[config.mk]
export PLATFORM = sky130hd
export DESIGN_NAME = uart_rx_fifo
export DESIGN_NICKNAME = d
export VERILOG_FILES = /design/src/rtl/uart_rx_fifo.sv
export SDC_FILE = /design/constraint.sdc
export NUM_CORES = 1
export LEC_CHECK = 0
export CAP_MARGIN = 10
export CORE_ASPECT_RATIO = 1.5
export CORE_MARGIN = 10
export CORE_UTILIZATION = 40
export DETAILED_ROUTE_END_ITERATION = 8
export HOLD_SLACK_MARGIN = 0.02
export SYNTH_ARGS = -nofsm -noshare
export SYNTH_HDL_FRONTEND = slang
export SYNTH_SLANG_ARGS = --single-unit
[constraint.sdc]
create_clock -name CLK -period 3.9 [get_ports CLK]
set_input_delay 0.39 -clock CLK [delete_from_list [all_inputs] [get_ports CLK]]
set_output_delay 0.39 -clock CLK [all_outputs]
set_load 0.05 [all_outputs]
[src/rtl/uart_rx_fifo.sv]
// Byte FIFO between the UART receiver and transmitter: edge-detects data-ready into writes
// and drains entries with a one-cycle send strobe gated by the transmitter's busy flag.
// Define UART_RX_FIFO_OVERFLOW_EN to build the sticky o_overflow drop flag.
module uart_rx_fifo #(
    parameter int WIDTH      = 8,
    parameter int DEPTH_LOG2 = 4,
    parameter int TIMEOUT    = 4
) (
    input  logic                  CLK,
    input  logic                  w_reset,
    input  logic [WIDTH-1:0]      iv_data,
    input  logic                  i_data_ready,
    input  logic                  i_tx_busy,
    output logic [WIDTH-1:0]      ov_data,
    output logic                  o_send,
    output logic                  o_empty,
    output logic                  o_full,
    output logic [DEPTH_LOG2:0]   o_count,
    output logic                  o_overflow
);

    localparam int DEPTH = 1 << DEPTH_LOG2;
    localparam int TW    = (TIMEOUT > 1) ? $clog2(TIMEOUT) : 1;
    localparam logic [DEPTH_LOG2:0] FULL_COUNT = (DEPTH_LOG2 + 1)'(DEPTH);
    localparam logic [TW-1:0]       TIMER_LAST = TW'(TIMEOUT - 1);

    typedef enum logic [1:0] {IDLE, SEND, WAIT_HI, WAIT_LO} state_t;

    state_t                 state;
    logic [WIDTH-1:0]       mem [DEPTH];
    logic [DEPTH_LOG2-1:0]  wr_ptr;
    logic [DEPTH_LOG2-1:0]  rd_ptr;
    logic [DEPTH_LOG2:0]    count_next;
    logic [TW-1:0]          timer;
    logic                   ready_last;
    logic                   write_strobe;
    logic                   write_en;
    logic                   pop;

    // A full FIFO can still take a byte when the same edge frees a slot.
    assign write_strobe = i_data_ready & ~ready_last;
    assign pop          = (state == IDLE) & ~o_empty & ~i_tx_busy;
    assign write_en     = write_strobe & (~o_full | pop);

    always_comb begin
        count_next = o_count;
        case ({write_en, pop})
            2'b10:   count_next = o_count + 1'b1;
            2'b01:   count_next = o_count - 1'b1;
            default: count_next = o_count;
        endcase
    end

    // ready_last resets high so a level already present at reset release is not a write.
    always_ff @(posedge CLK) begin
        if (w_reset) begin
            ready_last <= 1'b1;
            wr_ptr     <= '0;
            rd_ptr     <= '0;
            o_count    <= '0;
            o_empty    <= 1'b1;
            o_full     <= 1'b0;
        end else begin
            ready_last <= i_data_ready;
            if (write_en)
                wr_ptr <= wr_ptr + 1'b1;
            if (pop)
                rd_ptr <= rd_ptr + 1'b1;
            o_count <= count_next;
            o_empty <= (count_next == '0);
            o_full  <= (count_next == FULL_COUNT);
        end
    end

    always_ff @(posedge CLK) begin
        if (write_en)
            mem[wr_ptr] <= iv_data;
    end

    // WAIT_HI gives up after TIMEOUT cycles if the transmitter never acknowledges.
    always_ff @(posedge CLK) begin
        if (w_reset) begin
            state   <= IDLE;
            ov_data <= '0;
            o_send  <= 1'b0;
            timer   <= '0;
        end else begin
            o_send <= 1'b0;
            case (state)
                IDLE: begin
                    if (pop) begin
                        ov_data <= mem[rd_ptr];
                        o_send  <= 1'b1;
                        state   <= SEND;
                    end
                end
                SEND: begin
                    timer <= '0;
                    state <= WAIT_HI;
                end
                WAIT_HI: begin
                    if (i_tx_busy)
                        state <= WAIT_LO;
                    else if (timer == TIMER_LAST)
                        state <= IDLE;
                    else
                        timer <= timer + 1'b1;
                end
                WAIT_LO: begin
                    if (!i_tx_busy)
                        state <= IDLE;
                end
                default: state <= IDLE;
            endcase
        end
    end

`ifdef UART_RX_FIFO_OVERFLOW_EN
    always_ff @(posedge CLK) begin
        if (w_reset)
            o_overflow <= 1'b0;
        else if (write_strobe & ~write_en)
            o_overflow <= 1'b1;
    end
`else
    assign o_overflow = 1'b0;
`endif

endmodule

---- After elaboration in Yosys (flattened, before gate mapping) ----
Memory sizes are Yosys's and may differ from the RTL's. A register that Yosys moved wholly into a read port is not among the register bits.
Cells that the tools add are included.
operators by class
  mux-type cells .......................... 12
  bitwise gates (word level) .............. 10
  equal/unequal tests ..................... 12
  add/sub/neg operators ................... 5
  reduce and logical (&&, ||, !) cells .... 7
operators by type and width
  kind                                                                 count
  2-bit 2-to-1 mux                                                     6
  5-bit one-hot mux with 2 select lines                                1
  4-bit by 1-bit adder with 4-bit output (second input constant)       2
  2-bit == test (second input constant)                                4
  2-bit != test (second input constant)                                4
  2-bit one-hot mux with 4 select lines                                1
  3-bit AND reduction                                                  2
  5-bit by 1-bit adder with 5-bit output (second input constant)       1
  5-bit == test (second input constant)                                1
  5-bit logical NOT                                                    1
  1-bit NOT                                                            5
  5-bit by 1-bit subtractor with 5-bit output (second input constant)  1
  1-bit bitwise AND                                                    4
  2-bit by 1-bit == test with 1-bit output (second input constant)     2
  2-bit one-hot mux with 2 select lines                                1
  1-bit 2-to-1 mux                                                     3
  3-bit != test (second input constant)                                1
  2-bit by 1-bit adder with 2-bit output (second input constant)       1
  2-bit logical NOT                                                    1
  2-bit AND reduction                                                  1
  2-bit nonzero test                                                   1
  2-bit OR reduction                                                   1
  1-bit bitwise OR                                                     1
storage, ports and cells
  output and inout bits ................... 17
  register bits after elaboration ......... 21
  memories ................................ 1
  logic and storage cells ................. 56
  bits in writable memories ............... 128
  input bits .............................. 12
memory list
  memory  depth  bits a word  rd ports  clocked after Yosys merged registers in  write ports  RTL line  RTL
  mem     16     8            1         1                                        1            30        logic [WIDTH-1:0] mem [DEPTH];

---- Logic depth before layout (Yosys ltp) ----
Gate-level depths: netlist (run 1).
  depth after elaboration ................. 8
  gate-level depth with buffers ........... 13
  gate-level depth less buffers ........... 11

---- Worst setup path after synthesis (run 1) ----
OpenSTA, ideal clock, no wires.
  path type ............................... register to register
  start point ............................. register state[1]
  end point ............................... register o_empty
  clock period less this slack ............ 2.978 ns
  required time ........................... 3.784 ns
  path buffers ............................ 2
  setup slack ............................. 0.922 ns
  data arrival time ....................... 2.861 ns
  cell stages (with the launch flop) ...... 14
  setup time .............................. 0.116 ns
  path through ............................ dfxtp_1 > buf_2 > or4_4 > a21oi_4 > inv_1 > ha_1 > buf_2 > xor2_1 > ha_1 > o21ai_0 > a21oi_1 > nor4_1 > xnor2_1 > a41o_1
on the way
  word-level cells in the longest chain between the ends .. 8
  elaborated cells between the ends (all ways) .. 9
  those cells by class .................... 2 x eq/ne; 1 x mux; 4 x bitwise; 2 x reduce/logical
ends and longest elaborated chain
  what                                                                       RTL line  RTL
  start: declaration                                                         29        state_t state;
  start signal: assignment                                                   83        state <= IDLE;
  start signal: assignment                                                   94        state <= SEND;
  start signal: assignment                                                   99        state <= WAIT_HI;
  2-bit logical NOT (*)                                                      42        assign pop = (state == IDLE) & ~o_empty & ~i_tx_busy;
  1-bit bitwise AND (*) (2 in a row)                                         42
  1-bit bitwise OR                                                           43        assign write_en = write_strobe & (~o_full | pop);
  1-bit bitwise AND                                                          43
  2-bit by 1-bit == test with 1-bit output or 2-bit == test (tied branches)  47        case ({write_en, pop})
  5-bit one-hot mux with 2 select lines (*)                                  47
  5-bit logical NOT (*)                                                      70        o_empty <= (count_next == '0);
  end signal: assignment                                                     70
  end: declaration                                                           16        output logic o_empty,
Mark *: on every way between the ends. The rest lies on a longest branch, timed or not.
A chain may end at the register's enable or synchronous reset.

---- Final worst setup path (run 1) ----
  start point ............................. input port i_tx_busy
  end point ............................... register o_full
on the way
  word-level cells in the longest chain between the ends .. 7
  elaborated cells between the ends (all ways) .. 8
  those cells by class .................... 3 x eq/ne; 1 x mux; 4 x bitwise
ends and longest elaborated chain
  what                                                                       RTL line  RTL
  start: declaration                                                         13        input logic i_tx_busy,
  1-bit NOT (*)                                                              42
  1-bit bitwise AND (*)                                                      42
  1-bit bitwise OR                                                           43
  1-bit bitwise AND                                                          43
  2-bit by 1-bit == test with 1-bit output or 2-bit == test (tied branches)  47
  5-bit one-hot mux with 2 select lines (*)                                  47
  5-bit == test (*)                                                          71        o_full <= (count_next == FULL_COUNT);
  end signal: assignment                                                     71
  end: declaration                                                           17        output logic o_full,
Marks and branches as above.

==> results_tabular.tex, run 1 <==
\begin{tabular}{lr}
\hline
Metric & Value \\
\hline
\multicolumn{2}{l}{\textbf{Route}} \\
Final routed DRC violation total & 0 \\
Detailed router's first-iteration violation count & 235 \\
Total wire length & roughly 12 mm \\
Wirelength per Cell & between 15 and 20 µm \\
First-pass iteration count of the detailed router & 4 \\
Average via count per standard cell & around 5.3 \\
Antenna-violating nets left & 0 \\
Vias & between 3k and 4k \\
\multicolumn{2}{l}{\textbf{Floorplanning}} \\
Overall die width & around 120 µm \\
Die H & approximately 170 µm \\
Area of the core & about 0.015 mm² \\
Row Count & 55 \\
Count of boundary I/O pins & 29 \\
Starting density of the core & 41.06\% \\
Die Outline Area & $\sim$0.021 mm² \\
\multicolumn{2}{l}{\textbf{Clocking}} \\
Root Buffer Master & sky130\_fd\_sc\_hd\_\_clkbuf\_16 \\
Maximum level of the CTS H-tree & 4 \\
Max clock buf depth & 2 \\
Cts bufs inserted & 17 \\
Hold Buf Count CTS & 0 \\
Clock insertion delay at the later pin of the skew report & between 0.4 and 0.5 ns \\
Clock tree from TritonCTS & yes \\
Post-CTS repair timing setup buffer count & 0 \\
Clock slew seen by the registers of the worst setup and hold paths & approximately 0.06 ns \\
Post-cts sizing count & 0 \\
Total clock sinks & approximately 160 \\
\multicolumn{2}{l}{\textbf{STA}} \\
Hold\_ws & approximately 0.49 ns \\
Final min period & approximately 3.2 ns \\
Max Transition Viols Final & 0 \\
Final-report setup violation count & 0 \\
Setup repair after global routing missed its margin & no \\
Highest clock frequency the design can meet & between 0.3 and 0.4 GHz \\
Worst Skew & roughly 0.0067 ns \\
Worst slew margin relative to its limit & about a third \\
Transition time at the pin with the least slew margin & about 1 ns \\
Smallest setup slack after layout & 0.6532 ns \\
Part of the cycle the worst path needs & 83.25\% \\
Hold violation total from the final report & 0 \\
Setup tns final & 0 ns \\
\multicolumn{2}{l}{\textbf{Status}} \\
Outcome & finished clean \\
\multicolumn{2}{l}{\textbf{Finish}} \\
Layout cells sized above 1 & 19.86\% \\
Layout Cell Area excl Fill & 0.007365 mm² \\
Synth-to-Final Area Change & 17.93\% \\
Number of antenna diodes & 0 \\
Most common library cell in the layout ignoring fill and taps & sky130\_fd\_sc\_hd\_\_edfxtp\_1 \\
Net count of the finished layout & around 440 \\
Leading cell types in the layout, fill and taps excluded & 128 x sky130\_fd\_sc\_hd\_\_edfxtp\_1, 44 x sky130\_fd\_sc\_hd\_\_nor2\_1, 32 x sky130\_fd\_sc\_hd\_\_mux4\_2 \\
\multicolumn{2}{l}{\textbf{Yosys}} \\
Gate Count Post-Synth & around 380 \\
Register area share after synthesis & 70.85\% \\
Average cell area after synthesis & about 17 µm² \\
Post-synth top flop & sky130\_fd\_sc\_hd\_\_edfxtp\_1 \\
FF+latch count, synth & roughly 160 \\
Post-synthesis async set-or-reset flop share & 0\% \\
Library cells used by synthesis & 40 \\
Post-synth EDFFs & approximately 130 \\
Main combinational cell family by area after synthesis & multiplexers \\
Synth Area in XOR/XNOR & between 1.5 and 2\% \\
Share of synthesized cell area in and, or, nand and nor gates & under 10\% \\
Number of nets in the synthesized netlist & 399 \\
Post-synthesis compound-gate area fraction & under 10\% \\
Post-Synth Adder-Cell Area & under 10\% \\
Portion of netlist area occupied by mux cells & 12.18\% \\
Netlist Area Pre-Place & 0.006245 mm² \\
Total of warnings raised by yosys & 0 \\
\multicolumn{2}{l}{\textbf{Worst setup path}} \\
Worst EP arrival & between 3 and 4 ns \\
Req. time, crit path & 4.22 ns \\
Nature of the critical path startpoint & input pin \\
Path type of the worst setup path & in -> reg \\
Critical path capture point type & register \\
Largest fanout of any net on the critical path & 21 \\
\multicolumn{2}{l}{\textbf{Power and ir drop}} \\
Pint & just under 3 mW \\
Power share of the combinational group & between 10\% and 20\% \\
Max VDD drop & 0.2532 mV \\
Switch Pwr & just under 1 mW \\
Sw frac & about a quarter \\
Clock share of power & 40.9\% \\
Power density normalized to cell area & 532.0 mW/mm² \\
Sequential cell fraction of total power & 48.2\% \\
Overall power & around 3.9 mW \\
Leakage power figure & between 2 and 2.5 nW \\
\multicolumn{2}{l}{\textbf{GRT}} \\
Tot GR Track Use & 12.41\% \\
Global route total overflow & 0 \\
Maximum number of pins on one net before global-route repair & 35 \\
First-pass GRT wire length & $\sim$20 mm \\
GR peak layer & met2 \\
Met3 usage & 2.967\% \\
Vias in the first global route & approximately 3.6k \\
Global routing met1 resource utilization & 14.28\% \\
Initial antenna violation count & 0 \\
Met2 Resource Use GR & between 20\% and 30\% \\
\multicolumn{2}{l}{\textbf{Placed design}} \\
Number of port buffers & 27 \\
HPWL after detailed placement & a little over 8 mm \\
Standard cell area after detailed placement & 0.006774 mm² \\
Worst slack at placement & between 0.2 and 0.25 ns \\
Routability Congestion & around 0.74 \\
\multicolumn{2}{l}{\textbf{Run}} \\
Total of max-cap violations & 0 \\
\multicolumn{2}{l}{\textbf{Hold path}} \\
Hold Crit Class & reg -> reg \\
\hline
\end{tabular}
metrics by stage:
stage | utilization [%] | cells
finish | 48.42 | 627
global placement | 44.54 | 595
detailed placement | 44.54 | 595
global route | 48.42 | 627
floorplan | - | 378
CTS | 48.42 | 627
area by class of cell:
class	instances	area, µm²
clock inverter	11	97.59
timing repair buffer	42	382.9
fill	1291	7844
tap	199	249.0
inverter	4	15.01
multi-input combinational	193	1700
sequential	157	4427
clock buffer	21	493.0
critical path, cell delays in order:
cell and delay, ns:
sky130_fd_sc_hd__clkdlybuf4s50_1 0.50, sky130_fd_sc_hd__or4_4 0.68, sky130_fd_sc_hd__a21oi_4 0.21, sky130_fd_sc_hd__inv_1 0.07, sky130_fd_sc_hd__ha_1 0.31, sky130_fd_sc_hd__xor2_1 0.20
sky130_fd_sc_hd__ha_1 0.22, sky130_fd_sc_hd__o21ai_0 0.16, sky130_fd_sc_hd__a21oi_1 0.05, sky130_fd_sc_hd__nor4_1 0.31, sky130_fd_sc_hd__xnor2_1 0.16, sky130_fd_sc_hd__nor4b_1 0.29
sequential cells by signal (all words and copies together) (netlist names):
signal,flops
mem,128
timer,2
ov_data,8
o_full,1
o_count,5
o_empty,1
ready_last,1
rd_ptr,4
state,2
wr_ptr,4
o_send,1
power by group through the flow:
stage	sequential (mW)	combinational, mW	clock (mW)
3_5_place_dp	1.92	0.436	0
3_3_place_gp	1.92	0.427	0
5_1_grt	1.89	0.465	1.70
6_report	1.89	0.429	1.60
2_1_floorplan	1.97	0.260	0
4_1_cts	1.89	0.436	1.64
Yosys cell counts, types with 4 or more instances:
master                     instances  area, µm²
sky130_fd_sc_hd__a21oi_1          27      135.1
sky130_fd_sc_hd__a22oi_1          16      120.1
sky130_fd_sc_hd__buf_2             9      45.04
sky130_fd_sc_hd__clkbuf_1         12      45.04
sky130_fd_sc_hd__dfxtp_1          29      580.6
sky130_fd_sc_hd__edfxtp_1        128       3844
sky130_fd_sc_hd__ha_1              9      112.6
sky130_fd_sc_hd__inv_1             4      15.01
sky130_fd_sc_hd__mux2i_1           4      40.04
sky130_fd_sc_hd__mux4_2           32      720.7
sky130_fd_sc_hd__nand2_1          10      37.54
sky130_fd_sc_hd__nand2b_1          5      31.28
sky130_fd_sc_hd__nor2_1           44      165.2
sky130_fd_sc_hd__nor2b_1           4      25.02
sky130_fd_sc_hd__nor3_1            6      30.03
sky130_fd_sc_hd__xnor2_1           4      35.03
sky130_fd_sc_hd__xor2_1            7      61.31
final timing paths:
kind | startpoint | to | slack (ns) | depth (start not counted)
setup / recovery | i_tx_busy | o_full$_SDFF_PP0_ | 0.65 | 12
hold / removal | ov_data[6]$_SDFFE_PP0P_ | ov_data[6]$_SDFFE_PP0P_ | 0.49 | 2
setup reg to reg | state[1]$_SDFFE_PP0P_ | o_full$_SDFF_PP0_ | 0.70 | 11
hold reg to reg | ov_data[6]$_SDFFE_PP0P_ | ov_data[6]$_SDFFE_PP0P_ | 0.49 | 2
routing by layer:
layer / up-vias / part of all wire, %
li1: 1536 / -
met1: 1728 / 42
met2: 53 / 53
met3: 17 / 3.2
met4: 0 / 1.8
met5: - / 0
cells by family (layout without fill, tap and decap cells):
logic type,count (synthesis),count (layout)
AO/OA/AOI/OAI,51,51
AND/OR/NAND/NOR,85,85
flip-flops,157,157
other,1,1
adder cells (fa/ha/maj),9,9
multiplexers,36,36
buffers and inverters,28,78
XOR/XNOR,11,11
Power figures use the tool's default switching activity.
==> run 2: changes to the inputs <==
Clock period 3.9 ns to 3.08 ns, I/O delays scaled along.
==> run 2 against run 1 <==
Global-route usage barely moved. Sequential share of layout area fell by 1.1 points. Flip-flop and latch count did not move. First-iteration DRC count fell by 15%. Critical path depth fell by 2. Final cell count rose by 2.6%. Die area did not move. Final area rose by 1.9%. Sequential power rose by 26%. Largest cell class unchanged. Largest power group unchanged.
==> results_tabular.tex, run 2 (synthesized netlist as in run 1, its figures left out) <==
\begin{tabular}{lr}
\hline
Metric & Value \\
\hline
\multicolumn{2}{l}{\textbf{Route}} \\
Total wire length & 12.53 mm (was 12.40 mm) \\
Vias & 3335 (was 3334) \\
Detailed router's first-iteration violation count & 200 (was 235) \\
Antenna-violating nets left & 0 (unchanged) \\
Wirelength per Cell & 19.48 µm (was 19.78 µm) \\
First-pass iteration count of the detailed router & 4 (unchanged) \\
Final routed DRC violation total & 0 (unchanged) \\
Average via count per standard cell & 5.187 (was 5.317) \\
\multicolumn{2}{l}{\textbf{Power and ir drop}} \\
Max VDD drop & 0.3130 mV (was 0.2532 mV) \\
Overall power & 5.001 mW (was 3.918 mW) \\
Leakage power figure & 2.467 nW (was 2.385 nW) \\
Power density normalized to cell area & 666.7 mW/mm² (was 532.0 mW/mm²) \\
\multicolumn{2}{l}{\textbf{Placed design}} \\
HPWL after detailed placement & 8.486 mm (was 8.122 mm) \\
Number of port buffers & 27 (unchanged) \\
Worst slack at placement & -0.2156 ns (was 0.2240 ns) \\
Routability Congestion & 0.7494 (was 0.7362) \\
Post-placement cell count & 611 (was 595) \\
\multicolumn{2}{l}{\textbf{GRT}} \\
Tot GR Track Use & 12.41\% (about the same) \\
Initial antenna violation count & 0 (unchanged) \\
First-pass GRT wire length & 19.69 mm (was 19.93 mm) \\
Global route total overflow & 0 (unchanged) \\
Vias in the first global route & 3576 (was 3581) \\
Maximum number of pins on one net before global-route repair & 35 (unchanged) \\
\multicolumn{2}{l}{\textbf{Worst setup path}} \\
Most used cell along the critical path & sky130\_fd\_sc\_hd\_\_buf\_4 (was sky130\_fd\_sc\_hd\_\_ha\_1) \\
Worst EP arrival & 3.17 ns (was 3.56 ns) \\
Nature of the critical path startpoint & register (was input pin) \\
Critical path capture point type & register (unchanged) \\
Launching instance or port of the critical path & state[0]\$\_SDFFE\_PP0P\_ (was i\_tx\_busy) \\
Req. time, crit path & 3.44 ns (was 4.22 ns) \\
Path type of the worst setup path & reg -> reg (was in -> reg) \\
Largest fanout of any net on the critical path & 20 (was 21) \\
Endpoint of the most critical setup path & o\_empty\$\_SDFF\_PP1\_ (was o\_full\$\_SDFF\_PP0\_) \\
Launch point of the worst reg-to-reg path & state[0]\$\_SDFFE\_PP0P\_ (was state[1]\$\_SDFFE\_PP0P\_) \\
Critical R2R Capture & o\_empty\$\_SDFF\_PP1\_ (was o\_full\$\_SDFF\_PP0\_) \\
Largest stage delay on the critical path & 0.56 ns (was 0.68 ns) \\
Flop2flop setup slack & 0.27 ns (was 0.70 ns) \\
Depth of the most critical reg-to-reg path & 10 (was 11) \\
Slowest stage cell on the critical path & sky130\_fd\_sc\_hd\_\_or4\_4 (unchanged) \\
Ordered cell list for the critical path & or4\_4 -> buf\_4 -> inv\_1 -> ha\_1 -> buf\_4 -> or3b\_2 -> a21oi\_1 -> nor4\_2 -> xnor2\_1 -> a41o\_1 (was clkdlybuf4s50\_1 -> or4\_4 -> a21oi\_4 -> inv\_1 -> ha\_1 -> xor2\_1 -> ha\_1 -> o21ai\_0 -> a21oi\_1 -> nor4\_1 -> xnor2\_1 -> nor4b\_1) \\
\multicolumn{2}{l}{\textbf{Clocking}} \\
Root Buffer Master & sky130\_fd\_sc\_hd\_\_clkbuf\_16 (unchanged) \\
Clock insertion delay at the later pin of the skew report & 0.42 ns (about the same) \\
Cts bufs inserted & 17 (unchanged) \\
Hold Buf Count CTS & 0 (unchanged) \\
Clock tree from TritonCTS & yes (unchanged) \\
Clock slew seen by the registers of the worst setup and hold paths & 0.06 ns (about the same) \\
Total clock sinks & 157 (unchanged) \\
Max clock buf depth & 2 (unchanged) \\
Maximum level of the CTS H-tree & 4 (unchanged) \\
\multicolumn{2}{l}{\textbf{STA}} \\
Highest clock frequency the design can meet & $\sim$0.36 GHz \\
Smallest setup slack after layout & 0.2701 ns (was 0.6532 ns) \\
Transition time at the pin with the least slew margin & 0.8226 ns (was 1.010 ns) \\
Worst slew margin relative to its limit & 45.04\% (was 32.44\%) \\
Max Transition Viols Final & 0 (unchanged) \\
Setup repair after global routing missed its margin & no (unchanged) \\
Worst Skew & 0.007296 ns (was 0.006713 ns) \\
Final min period & $\sim$2.8 ns \\
Hold violation total from the final report & 0 (unchanged) \\
Final-report setup violation count & 0 (unchanged) \\
Setup tns final & 0 ns (unchanged) \\
Part of the cycle the worst path needs & 91.23\% \\
\multicolumn{2}{l}{\textbf{Finish}} \\
Most common library cell in the layout ignoring fill and taps & sky130\_fd\_sc\_hd\_\_edfxtp\_1 (unchanged) \\
Layout cells sized above 1 & 22.52\% (was 19.86\%) \\
Finished Layout Cells & 643 (was 627) \\
Core Util, Final & 49.32\% (was 48.42\%) \\
Register with the highest flop count & mem (unchanged) \\
Largest registers & mem x128, ov\_data x8, o\_count x5 (unchanged) \\
Flip-flop count of the largest register after layout & 128 (unchanged) \\
Synth-to-Final Area Change & 20.12\% (was 17.93\%) \\
Net count of the finished layout & 452 (was 436) \\
Number of antenna diodes & 0 (unchanged) \\
Leading cell types in the layout, fill and taps excluded & 128 x sky130\_fd\_sc\_hd\_\_edfxtp\_1, 44 x sky130\_fd\_sc\_hd\_\_nor2\_1, 32 x sky130\_fd\_sc\_hd\_\_mux4\_2 (unchanged) \\
\multicolumn{2}{l}{\textbf{Floorplanning}} \\
Die Outline Area & 0.02111 mm² (unchanged) \\
Area of the core & 0.01521 mm² (unchanged) \\
Die H & 173.0 µm (unchanged) \\
Count of boundary I/O pins & 29 (unchanged) \\
Row Count & 55 (unchanged) \\
Overall die width & 122.0 µm (unchanged) \\
Starting density of the core & 41.06\% (unchanged) \\
\multicolumn{2}{l}{\textbf{Run}} \\
Total of max-cap violations & 0 (unchanged) \\
\multicolumn{2}{l}{\textbf{Hold path}} \\
Hold Crit Class & reg -> reg (unchanged) \\
\multicolumn{2}{l}{\textbf{Status}} \\
Outcome & finished clean (unchanged) \\
\hline
\end{tabular}
[run 2: cell types whose count changed in the layout (fill, tap and decap cells not counted), sizes merged]
cell	previous run	this run
clkinv	6	5
buf	15	31
clkinvlp	1	2
inv	8	5
clkbuf	21	23
bufinv	0	1
[run 2: report_power, final]
group	total (mW)	internal (mW)	switching, mW
Sequential	2.39	2.33	0.0559
Combinational	0.584	0.271	0.313
Clock	2.03	1.23	0.800
Total	5.00	3.83	1.17
[run 2: final cells by class]
| cell class | instances | area [µm²] |
|---|---|---|
| fillers | 1281 | 7707 |
| flip-flops and latches | 157 | 4425 |
| multi-input cells | 193 | 1713 |
| repair buffers | 58 | 515.5 |
| clock buffers | 23 | 500.5 |
| well taps | 199 | 249.0 |
| clock inverters | 9 | 82.58 |
| inverters | 4 | 15.01 |
[run 2: through the flow]
| step | hold slack (ns) | instance area (µm²) |
|---|---|---|
| final | 0.4848 | 7501 |
| after global routing | 0.5146 | 7501 |
| after CTS | 0.4785 | 7488 |
| after detailed placement | 0.4799 | 6905 |
| after global placement | 0.4771 | 6905 |
| after floorplan | 0.4069 | 6245 |
[run 2: repair_timing]
item,in CTS,in global routing
setup buffers,0,0
gates resized for setup,0,2
setup endpoints to repair,0,1
[run 2: worst min path at each step]
stage | from | to | slack (ns) | cells after the start
after floorplan | iv_data[0] | mem[0][0]$_DFFE_PP_ | 0.41 | 0
after global placement | ov_data[1]$_SDFFE_PP0P_ | ov_data[1]$_SDFFE_PP0P_ | 0.48 | 2
after detailed placement | ov_data[6]$_SDFFE_PP0P_ | ov_data[6]$_SDFFE_PP0P_ | 0.48 | 2
after CTS | i_data_ready | ready_last$_SDFF_PP1_ | 0.48 | 2
after global routing | i_data_ready | ready_last$_SDFF_PP1_ | 0.51 | 2
final | ov_data[6]$_SDFFE_PP0P_ | ov_data[6]$_SDFFE_PP0P_ | 0.48 | 2
[run 2: critical path, delay by kind of cell (launching register included)]
| family | cells | cell delay, ns |
|---|---|---|
| AO/OA/AOI/OAI | 2 | 0.38 |
| XOR/XNOR | 1 | 0.30 |
| adder cells (fa/ha/maj) | 1 | 0.17 |
| buffers and inverters | 3 | 0.46 |
| flip-flops | 1 | 0.37 |
| AND/OR/NAND/NOR | 3 | 1.07 |
[run 2: routing by layer]
layer	wire length (µm)	track usage [%]
met1	5039	13.62
met2	6888	21.64
met3	362	3.097
met4	237	5.683
met5	0	0
